===== config.mk =====
export PLATFORM = sky130hd
export DESIGN_NAME = mainfsm
export DESIGN_NICKNAME = d
export VERILOG_FILES = /design/src/rtl/mainfsm.sv
export SDC_FILE = /design/constraint.sdc
export NUM_CORES = 1
export LEC_CHECK = 0
export ABC_AREA = 1
export CAP_MARGIN = 20
export CORE_UTILIZATION = 42
export CTS_CLUSTER_SIZE = 30
export DETAILED_ROUTE_END_ITERATION = 6
export PLACE_DENSITY = 0.82
export SLEW_MARGIN = 20
export SYNTH_ARGS = -nofsm -noshare
export SYNTH_HDL_FRONTEND = slang
export SYNTH_SLANG_ARGS = --single-unit

===== constraint.sdc =====
create_clock -name clk -period 1.4 [get_ports clk]
set_input_delay 0.14 -clock clk [delete_from_list [all_inputs] [get_ports clk]]
set_output_delay 0.14 -clock clk [all_outputs]
set_load 0.05 [all_outputs]

===== src/rtl/mainfsm.sv =====
`default_nettype none
// +--------------------------------------------------------------------------+
// | mainfsm: multi-cycle control-unit sequencer (fetch/decode/exec/mem/wb).  |
// | Optional long-multiply high-half write enabled by MAINFSM_MULL_EN.       |
// | Rev 1.0                                                                  |
// +--------------------------------------------------------------------------+
module mainfsm (
  input  logic       clk,
  input  logic       reset,
  input  logic [1:0] Op,
  input  logic [5:0] Funct,
  input  logic       Mull,
  input  logic       MemReady,
  output logic       IRWrite,
  output logic       AdrSrc,
  output logic [1:0] ALUSrcA,
  output logic [1:0] ALUSrcB,
  output logic [1:0] ResultSrc,
  output logic       ALUOp,
  output logic       NextPC,
  output logic       Branch,
  output logic       RegW,
  output logic       MemW,
  output logic       RegWHi,
  output logic       Illegal,
  output logic [3:0] State
);

  typedef enum logic [3:0] {
    FETCH    = 4'd0,
    DECODE   = 4'd1,
    MEMADR   = 4'd2,
    MEMRD    = 4'd3,
    MEMWB    = 4'd4,
    MEMWR    = 4'd5,
    EXECUTER = 4'd6,
    EXECUTEI = 4'd7,
    ALUWB    = 4'd8,
    BRANCH   = 4'd9,
    UNKNOWN  = 4'd10
  } state_t;

  state_t     state_q, state_d;
  logic       fetch_q, fetch_d;
  logic       alu_wb_q, alu_wb_d;
  logic       adr_src_q, adr_src_d;
  logic [1:0] alu_src_a_q, alu_src_a_d;
  logic [1:0] alu_src_b_q, alu_src_b_d;
  logic [1:0] result_src_q, result_src_d;
  logic       alu_op_q, alu_op_d;
  logic       reg_w_q, reg_w_d;
  logic       mem_w_q, mem_w_d;
  logic       branch_q, branch_d;
  logic       illegal_q, illegal_d;

  always_comb begin
    state_d = state_q;
    case (state_q)
      FETCH:    if (MemReady) state_d = DECODE;
      DECODE: begin
        case (Op)
          2'b00:   state_d = Funct[5] ? EXECUTEI : EXECUTER;
          2'b01:   state_d = MEMADR;
          2'b10:   state_d = BRANCH;
          default: state_d = UNKNOWN;
        endcase
      end
      MEMADR:   state_d = Funct[0] ? MEMRD : MEMWR;
      MEMRD:    if (MemReady) state_d = MEMWB;
      MEMWR:    if (MemReady) state_d = FETCH;
      EXECUTER: state_d = ALUWB;
      EXECUTEI: state_d = ALUWB;
      MEMWB:    state_d = FETCH;
      ALUWB:    state_d = FETCH;
      BRANCH:   state_d = FETCH;
      default:  state_d = UNKNOWN;
    endcase
  end

  // Outputs are decoded from the next state so the registered copies line up
  // with the state register they describe.
  always_comb begin
    fetch_d      = 1'b0;
    alu_wb_d     = 1'b0;
    adr_src_d    = 1'b0;
    alu_src_a_d  = 2'b00;
    alu_src_b_d  = 2'b00;
    result_src_d = 2'b00;
    alu_op_d     = 1'b0;
    reg_w_d      = 1'b0;
    mem_w_d      = 1'b0;
    branch_d     = 1'b0;
    illegal_d    = 1'b0;
    case (state_d)
      FETCH: begin
        fetch_d      = 1'b1;
        alu_src_a_d  = 2'b01;
        alu_src_b_d  = 2'b10;
        result_src_d = 2'b10;
      end
      DECODE: begin
        alu_src_a_d  = 2'b01;
        alu_src_b_d  = 2'b10;
        result_src_d = 2'b10;
      end
      MEMADR:   alu_src_b_d = 2'b01;
      MEMRD:    adr_src_d   = 1'b1;
      MEMWB: begin
        result_src_d = 2'b01;
        reg_w_d      = 1'b1;
      end
      MEMWR: begin
        adr_src_d = 1'b1;
        mem_w_d   = 1'b1;
      end
      EXECUTER: alu_op_d = 1'b1;
      EXECUTEI: begin
        alu_src_b_d = 2'b01;
        alu_op_d    = 1'b1;
      end
      ALUWB: begin
        reg_w_d  = 1'b1;
        alu_wb_d = 1'b1;
      end
      BRANCH: begin
        alu_src_b_d  = 2'b01;
        result_src_d = 2'b10;
        branch_d     = 1'b1;
      end
      default:  illegal_d = 1'b1;
    endcase
  end

  always_ff @(posedge clk or negedge reset) begin
    if (!reset) begin
      state_q      <= FETCH;
      fetch_q      <= 1'b1;
      alu_wb_q     <= 1'b0;
      adr_src_q    <= 1'b0;
      alu_src_a_q  <= 2'b01;
      alu_src_b_q  <= 2'b10;
      result_src_q <= 2'b10;
      alu_op_q     <= 1'b0;
      reg_w_q      <= 1'b0;
      mem_w_q      <= 1'b0;
      branch_q     <= 1'b0;
      illegal_q    <= 1'b0;
    end else begin
      state_q      <= state_d;
      fetch_q      <= fetch_d;
      alu_wb_q     <= alu_wb_d;
      adr_src_q    <= adr_src_d;
      alu_src_a_q  <= alu_src_a_d;
      alu_src_b_q  <= alu_src_b_d;
      result_src_q <= result_src_d;
      alu_op_q     <= alu_op_d;
      reg_w_q      <= reg_w_d;
      mem_w_q      <= mem_w_d;
      branch_q     <= branch_d;
      illegal_q    <= illegal_d;
    end
  end

  // Fetch strobes follow the memory handshake and are held off during reset.
  assign IRWrite   = fetch_q & MemReady & reset;
  assign NextPC    = fetch_q & MemReady & reset;
  assign AdrSrc    = adr_src_q;
  assign ALUSrcA   = alu_src_a_q;
  assign ALUSrcB   = alu_src_b_q;
  assign ResultSrc = result_src_q;
  assign ALUOp     = alu_op_q;
  assign RegW      = reg_w_q;
  assign MemW      = mem_w_q;
  assign Branch    = branch_q;
  assign Illegal   = illegal_q;
  assign State     = state_q;

`ifdef MAINFSM_MULL_EN
  assign RegWHi = alu_wb_q & Mull;
  logic unused_bits;
  assign unused_bits = &{1'b0, Funct[4:1]};
`else
  assign RegWHi = 1'b0;
  logic unused_bits;
  assign unused_bits = &{1'b0, Funct[4:1], Mull, alu_wb_q};
`endif

endmodule
`default_nettype wire


Word-level counts from Yosys, hierarchy flattened
Cells that the tools add are included.
- output and inout port bits: 19
- flip-flop bits (word level): 17
- mux-type cells: 17
- eq/ne operators: 20
- bitwise operators: 2
- reductions and logical operators: 12
- operators by type and width (kind ; number):
    4-bit by 3-bit == test with 1-bit output, second input constant ; 8
    4-bit one-hot mux with 7 select lines ; 1
    4-bit by 2-bit == test with 1-bit output, second input constant ; 4
    4-bit == test, second input constant ; 4
    4-bit 2-to-1 mux ; 3
    4-bit one-hot mux with 3 select lines ; 1
    10-bit OR reduction ; 1
    2-bit OR reduction ; 5
    1-bit 2-to-1 mux ; 9
    3-bit OR reduction ; 3
    4-bit by 1-bit == test with 1-bit output, second input constant ; 2
    4-bit zero test ; 2
    2-bit one-hot mux with 2 select lines ; 2
    3-bit 2-to-1 mux ; 1
    1-bit bitwise AND ; 2
    2-bit by 1-bit == test with 1-bit output, second input constant ; 1
    2-bit == test, second input constant ; 1
    2-bit zero test ; 1

Logic depth before layout (Yosys ltp)
Gate-level depths: netlist (run 1).
- word-level depth: 6
- gate-level depth with buffers: 9
- depth with buffers taken out: 9

Least setup slack after synthesis (run 1)
OpenSTA, ideal clock, no wires.
- path type: reg-to-reg
- start point: register state_q[0], in the netlist State[0]
- end point: register adr_src_q, in the netlist AdrSrc
- slack: -0.083 ns
- stages on the path, launching flop included: 10
- arrival time: 1.365 ns
- path buffers: 0
- setup time: 0.118 ns
- cells stage by stage: dfrtp_1 -> inv_2 -> nor2_2 -> nand3_2 -> nand2_1 -> nor2_2 -> nand2_2 -> inv_2 -> nand2_1 -> nand2_1
- longest elaborated chain between the ends: 6
- elaborated cells between the ends (all ways): 20
- those cells by class: 11 x eq/ne; 5 x mux; 4 x reduce/logical
- ends and longest elaborated chain (element ; line ; source):
    start: declaration ; 43 ; state_t state_q, state_d;
    start signal: assignment ; 149 ; state_q <= state_d;
    4-bit == test or 4-bit by 3-bit == test with 1-bit output (tied branches) ; 58 ; case (state_q)
    3-bit OR reduction (no source line) or 2-bit OR reduction (tied branches) ; - ;
    4-bit one-hot mux with 7 select lines * ; 58 ;
    4-bit by 3-bit == test with 1-bit output or 4-bit by 2-bit == test with 1-bit output (tied branches) ; 94 ; case (state_d)
    2-bit OR reduction (no source line) * ; - ;
    1-bit 2-to-1 mux * ; 94 ;
    named net adr_src_d ; 46 ; logic adr_src_q, adr_src_d;
    end signal: assignment ; 152 ; adr_src_q <= adr_src_d;
    end: declaration ; 46 ;
The timed path passes the listed nets; every way through them passes the cells marked *.

Worst setup path after layout (run 1)
- start point: register state_q[2], in the netlist State[2]
- end point: register adr_src_q, in the netlist AdrSrc
- longest elaborated chain between the ends: 6
- elaborated cells between the ends (all ways): 20
- those cells by class: 11 x eq/ne; 5 x mux; 4 x reduce/logical
- ends and longest elaborated chain (element ; line):
    4-bit == test or 4-bit by 3-bit == test with 1-bit output (tied branches) ; 58
    3-bit OR reduction (no source line) or 2-bit OR reduction (tied branches) ; -
    4-bit one-hot mux with 7 select lines * ; 58
    named net state_d[0] ; 43
    4-bit by 3-bit == test with 1-bit output or 4-bit by 2-bit == test with 1-bit output (tied branches) ; 94
    2-bit OR reduction (no source line) * ; -
    1-bit 2-to-1 mux * ; 94
    named net adr_src_d ; 46
Marked as above.

==> impl_metrics.toml, run 1 <==
[synth]
yosysSeqAreaShare = 0.497
synth-edff-count = 0
yosysWarnings = 0
syn_area_um2 = 816
synth.avg_cell_area_um2 = 8.41
ys_ff_latch = 16
ys.flop_type = "dfrtp_1"
netlist_instances = 97
yosysUniqueCellTypes = 18
synthArstFlopShare = 1.00

[global_routing]
grt-ovfl-total = 0
grt_max_degree = 17
grt_pass1_vias = 601
antenna_found_initial = 0
grt_usage = 0.185
grt_pass1_wl_mm = 2.66

[route]
ant_nets = 0
routed_wl_mm = 1.91
drtIter0Drc = 32
drc = 0
vias = 748
routedWlPerCell_um = 12.7
first_pass_iters = 4
avgViaCountPerCell = 4.99

[outcome]
status = "completed"

[worst_hold_path]
hp-class = "input port to asynchronous set/reset pin"

[cells_and_area]
mostFrequentLayoutCells = "inv_1 (17), nand2_1 (17), buf_4 (10)"
drive_gt1_frac = 0.464
n_fill_cell = 144
syn2layout_area_growth_pct = 49.2
antenna_cells = 0
nets = 138
finish.utilization = 0.690

[timing]
clock.fmax_ghz = 0.727
setup_viol_count_final = 0
drv_slew = 0
min_period_over_period = 0.983
post-route-min-period_ps = 1380
rsz0062_at_grt = "true"
worst_slack_ps = 23.9
skew_ps = 1.67
hold_violations = 0

[pwr]
internal-power_mw = 1.69
sw_frac_of_total = 0.510
p_leak_nw = 0.675
seqPwrFrac = 0.267
switching_power_mw = 1.77
clkPwrFrac = 0.088
combPwrFrac = 0.645
cellPowerDensity_nw_per_um2 = 2840
max-vdd-ir-drop_mv = 1.49

[worst_setup_path]
rr_worst_depth = 9
slowest_stage = "dfrtp_2"
end_kind = "flop"
cpPeakStageDelay_ps = 510
cp_common_cell = "nand2_1"
r2r_slack_ps = 20
timing.rr.start = "State[2]"
critPathLaunchType = "flop"
cp_num_buf_inv = 2
critPathMaxFanout = 6
crit_type = "flop to flop"
r2r_end = "AdrSrc"
cp_top_family = "simple AND/OR/NAND/NOR gates"
arrival_ps = 1610
cp_cell_sequence = "inv_2, nand2_1, nor2_1, nand2_1, nand2_1, inv_1, nand2_2, nand3_1, nand2_1"
critPathRequiredTime_ps = 1630

[floorplanning]
dieArea_um2 = 2120
design.core.area_um2 = 1760
io_pins = 31
rows = 15
die_h_um = 46.1
die_w_um = 46.1
start_util = 0.462

[cts]
cts_sinks = 16
cts_tree = "done"
root_buffer = "clkbuf_4"
clk_pin_slew_ps = 90
cts_max_path_buffers = 2
cts_made_buffers = 3
h-tree-depth = 1
clk_latency_ps = 290
hold_buffers = 0

[placement]
post-dp-hpwl_mm = 1.40
pre_cts_ws_ps = -52.4
gp_congestion = 0.893
port_buffers = 23

[flow_run]
drv_cap = 0
power by group through the flow:
stage | clock [mW] | sequential (mW) | combinational, mW
finish | 0.305 | 0.925 | 2.23
global route | 0.323 | 0.942 | 2.37
CTS | 0.309 | 0.900 | 2.11
detailed placement | 0 | 0.911 | 2.11
global placement | 0 | 0.900 | 2.04
floorplan | 0 | 1.41 | 0.809
metal layers:
layer	part of all wire	global-route usage	up-vias
li1	-	-	348
met4	0.020	0.0588	0
met2	0.55	0.324	40
met1	0.36	0.213	352
met5	0	0	-
met3	0.071	0.0588	8
cell usage after synthesis, types with 3 or more instances:
cell type | instances | area (um2)
nor2_2 | 6 | 37.5
nand3_1 | 7 | 35.0
nor2_1 | 9 | 33.8
nand2_1 | 18 | 67.6
dfstp_2 | 4 | 105
buf_4 | 3 | 22.5
inv_1 | 17 | 63.8
inv_2 | 4 | 15.0
nand2_2 | 3 | 18.8
dfrtp_1 | 12 | 300
nand3_2 | 5 | 50.1
area by class of cell:
class	count	area (um2)	area share
multi-input combinational	59	345	0.284
tap	25	31.3	0.0257
timing repair buffer	25	315	0.259
inverter	21	78.8	0.0647
sequential	16	410	0.337
clock buffer	4	36.3	0.0298
how the worst max path moves through the flow:
stage | startpoint | to | slack (ps) | cells past startpoint
floorplan | fetch_q | NextPC | 10 | 2
global placement | MemReady | AdrSrc | 20 | 8
detailed placement | MemReady | fetch_q | -50 | 7
CTS | fetch_q | NextPC | 5 | 2
global route | State[2] | AdrSrc | -40 | 8
finish | State[2] | AdrSrc | 20 | 9
cell families after synthesis:
kind of cell | share of synthesized area
buffers and inverters | 0.124
AO/OA/AOI/OAI | 0.0261
AND/OR/NAND/NOR | 0.348
flip-flops | 0.497
other | 0.00460
registers in the layout (all words and copies together) (netlist names):
name	count
AdrSrc	1
State	4
ALUOp	1
Branch	1
ResultSrc	2
fetch_q	1
Illegal	1
ALUSrcB	2
RegW	1
ALUSrcA	1
MemW	1
worst reg2reg max path, stage by stage, from the launching register on:
cell,delay (ps)
dfrtp_2,510
inv_2,110
nand2_1,60
nor2_1,140
nand2_1,100
nand2_1,100
inv_1,50
nand2_2,80
nand3_1,90
nand2_1,80
through the flow:
step           std cells  hold slack, ps  area (um2)  TNS [ps]  total power [mW]
4_1_cts              148             213        1180         0              3.32
2_1_floorplan         98            -156         825         0              2.22
3_5_place_dp         144             529        1140     -52.4              3.02
5_1_grt              150             227        1220      -111              3.64
3_3_place_gp         144             502        1140         0              2.94
6_report             150             204        1220         0              3.46
repair_timing:
action,CTS,global route
setup buffers,0,1
setup endpoints to repair,0,11
gates resized for setup,0,7
Power figures use the tool's default switching activity.
==> run 2: changes to the inputs <==
PLACE_DENSITY = default   (was 0.82)
PLACE_DENSITY_LB_ADDON = 0.08   (was default)
==> impl_metrics.toml, run 2 (synthesis gave the netlist of run 1 again) <==
[outcome]
status = "completed"

[floorplanning]
dieArea_um2 = 2120
rows = 15
design.core.area_um2 = 1760
io_pins = 31
die_w_um = 46.1
start_util = 0.462
die_h_um = 46.1

[timing]
setup_viol_count_final = 0
worst_slack_ps = 70.1
clock.fmax_ghz = 0.752
hold_violations = 0
drv_slew = 0
skew_ps = 2.46
post-route-min-period_ps = 1330
min_period_over_period = 0.950

[cts]
clk_pin_slew_ps = 90
root_buffer = "clkbuf_4"
cts_max_path_buffers = 2
cts_sinks = 16
hold_buffers = 0
h-tree-depth = 1
cts_tree = "done"
clk_latency_ps = 280
cts_made_buffers = 3

[worst_setup_path]
r2r_slack_ps = 80
arrival_ps = 1190
end_kind = "primary output"
r2r_end = "AdrSrc"
cp_num_buf_inv = 1
timing.rr.start = "State[2]"
cp_cell_sequence = "and3_2, buf_12"
critPathLaunchType = "flop"
critPathRequiredTime_ps = 1260
rr_worst_depth = 8
crit_type = "flop to primary output"
cpPeakStageDelay_ps = 520
slowest_stage = "dfstp_2"
critPathMaxFanout = 2
cp_top_family = "flip-flops"

[global_routing]
grt_max_degree = 17
grt_usage = 0.180
grt_pass1_vias = 579
grt_pass1_wl_mm = 2.63
grt-ovfl-total = 0
antenna_found_initial = 0

[cells_and_area]
antenna_cells = 0
largest_register_ffs = 4
mostFrequentLayoutCells = "inv_1 (17), nand2_1 (17), buf_4 (13)"
seq_area_um2 = 410
fin_area_um2 = 1220
multi_input_area_um2 = 325
drive_gt1_frac = 0.461
n_fill_cell = 152
nets = 141
syn2layout_area_growth_pct = 49.5

[placement]
gp_congestion = 0.840
placed_cell_area_um2 = 1150
pre_cts_ws_ps = -32.5
post-dp-hpwl_mm = 1.31
port_buffers = 23

[worst_hold_path]
hp-class = "input port to asynchronous set/reset pin"

[route]
first_pass_iters = 4
routed_wl_mm = 1.67
avgViaCountPerCell = 4.46
drtIter0Drc = 6
routedWlPerCell_um = 10.9
ant_nets = 0
vias = 682
drc = 0

[pwr]
cellPowerDensity_nw_per_um2 = 2770
p_leak_nw = 0.689
max-vdd-ir-drop_mv = 1.42

[flow_run]
drv_cap = 0
-- run 2: timing repair --
action,CTS,global route
resized for setup,0,3
setup endpoints to repair,0,8
hold endpoints to repair,0,0
setup buffers,0,3
-- run 2: area by class of cell --
type                            instances  area share
Tap cell                               25      0.0256
Sequential cell                        16       0.336
Clock buffer                            4      0.0297
Timing Repair Buffer                   28       0.277
Inverter                               21      0.0646
Multi-Input combinational cell         59       0.267
-- run 2: where the power goes --
| group | total (mW) | internal (mW) | switching, mW |
|---|---|---|---|
| combinational | 2.20 | 0.848 | 1.35 |
| clock | 0.297 | 0.158 | 0.139 |
| sequential | 0.888 | 0.705 | 0.183 |
| total | 3.39 | 1.71 | 1.67 |
-- run 2: how the worst max path moves through the flow --
| stage | from | end | depth (start not counted) |
|---|---|---|---|
| after floorplan | fetch_q | NextPC | 2 |
| after global placement | MemReady | AdrSrc | 8 |
| after detailed placement | MemReady | AdrSrc | 7 |
| after CTS | fetch_q | NextPC | 2 |
| after global routing | State[2] | ALUSrcA[0] | 7 |
| final | fetch_q | NextPC | 2 |
-- run 2: metrics by stage --
| step | instances | total power [mW] | hold WS (ps) | utilization | TNS (ps) |
|---|---|---|---|---|---|
| after global routing | 153 | 3.59 | 255 | 0.691 | -10.7 |
| after CTS | 149 | 3.31 | 237 | 0.672 | 0 |
| after global placement | 145 | 2.97 | 553 | 0.651 | 0 |
| final | 153 | 3.39 | 235 | 0.691 | 0 |
| after detailed placement | 145 | 3.01 | 544 | 0.651 | -79.3 |
| after floorplan | 98 | 2.22 | -156 | - | 0 |
-- run 2: layer usage --
metal  track usage  part of all wire
met1         0.239              0.45
met2         0.287              0.50
met3        0.0588             0.048
met4        0.0353                 0
met5             0                 0
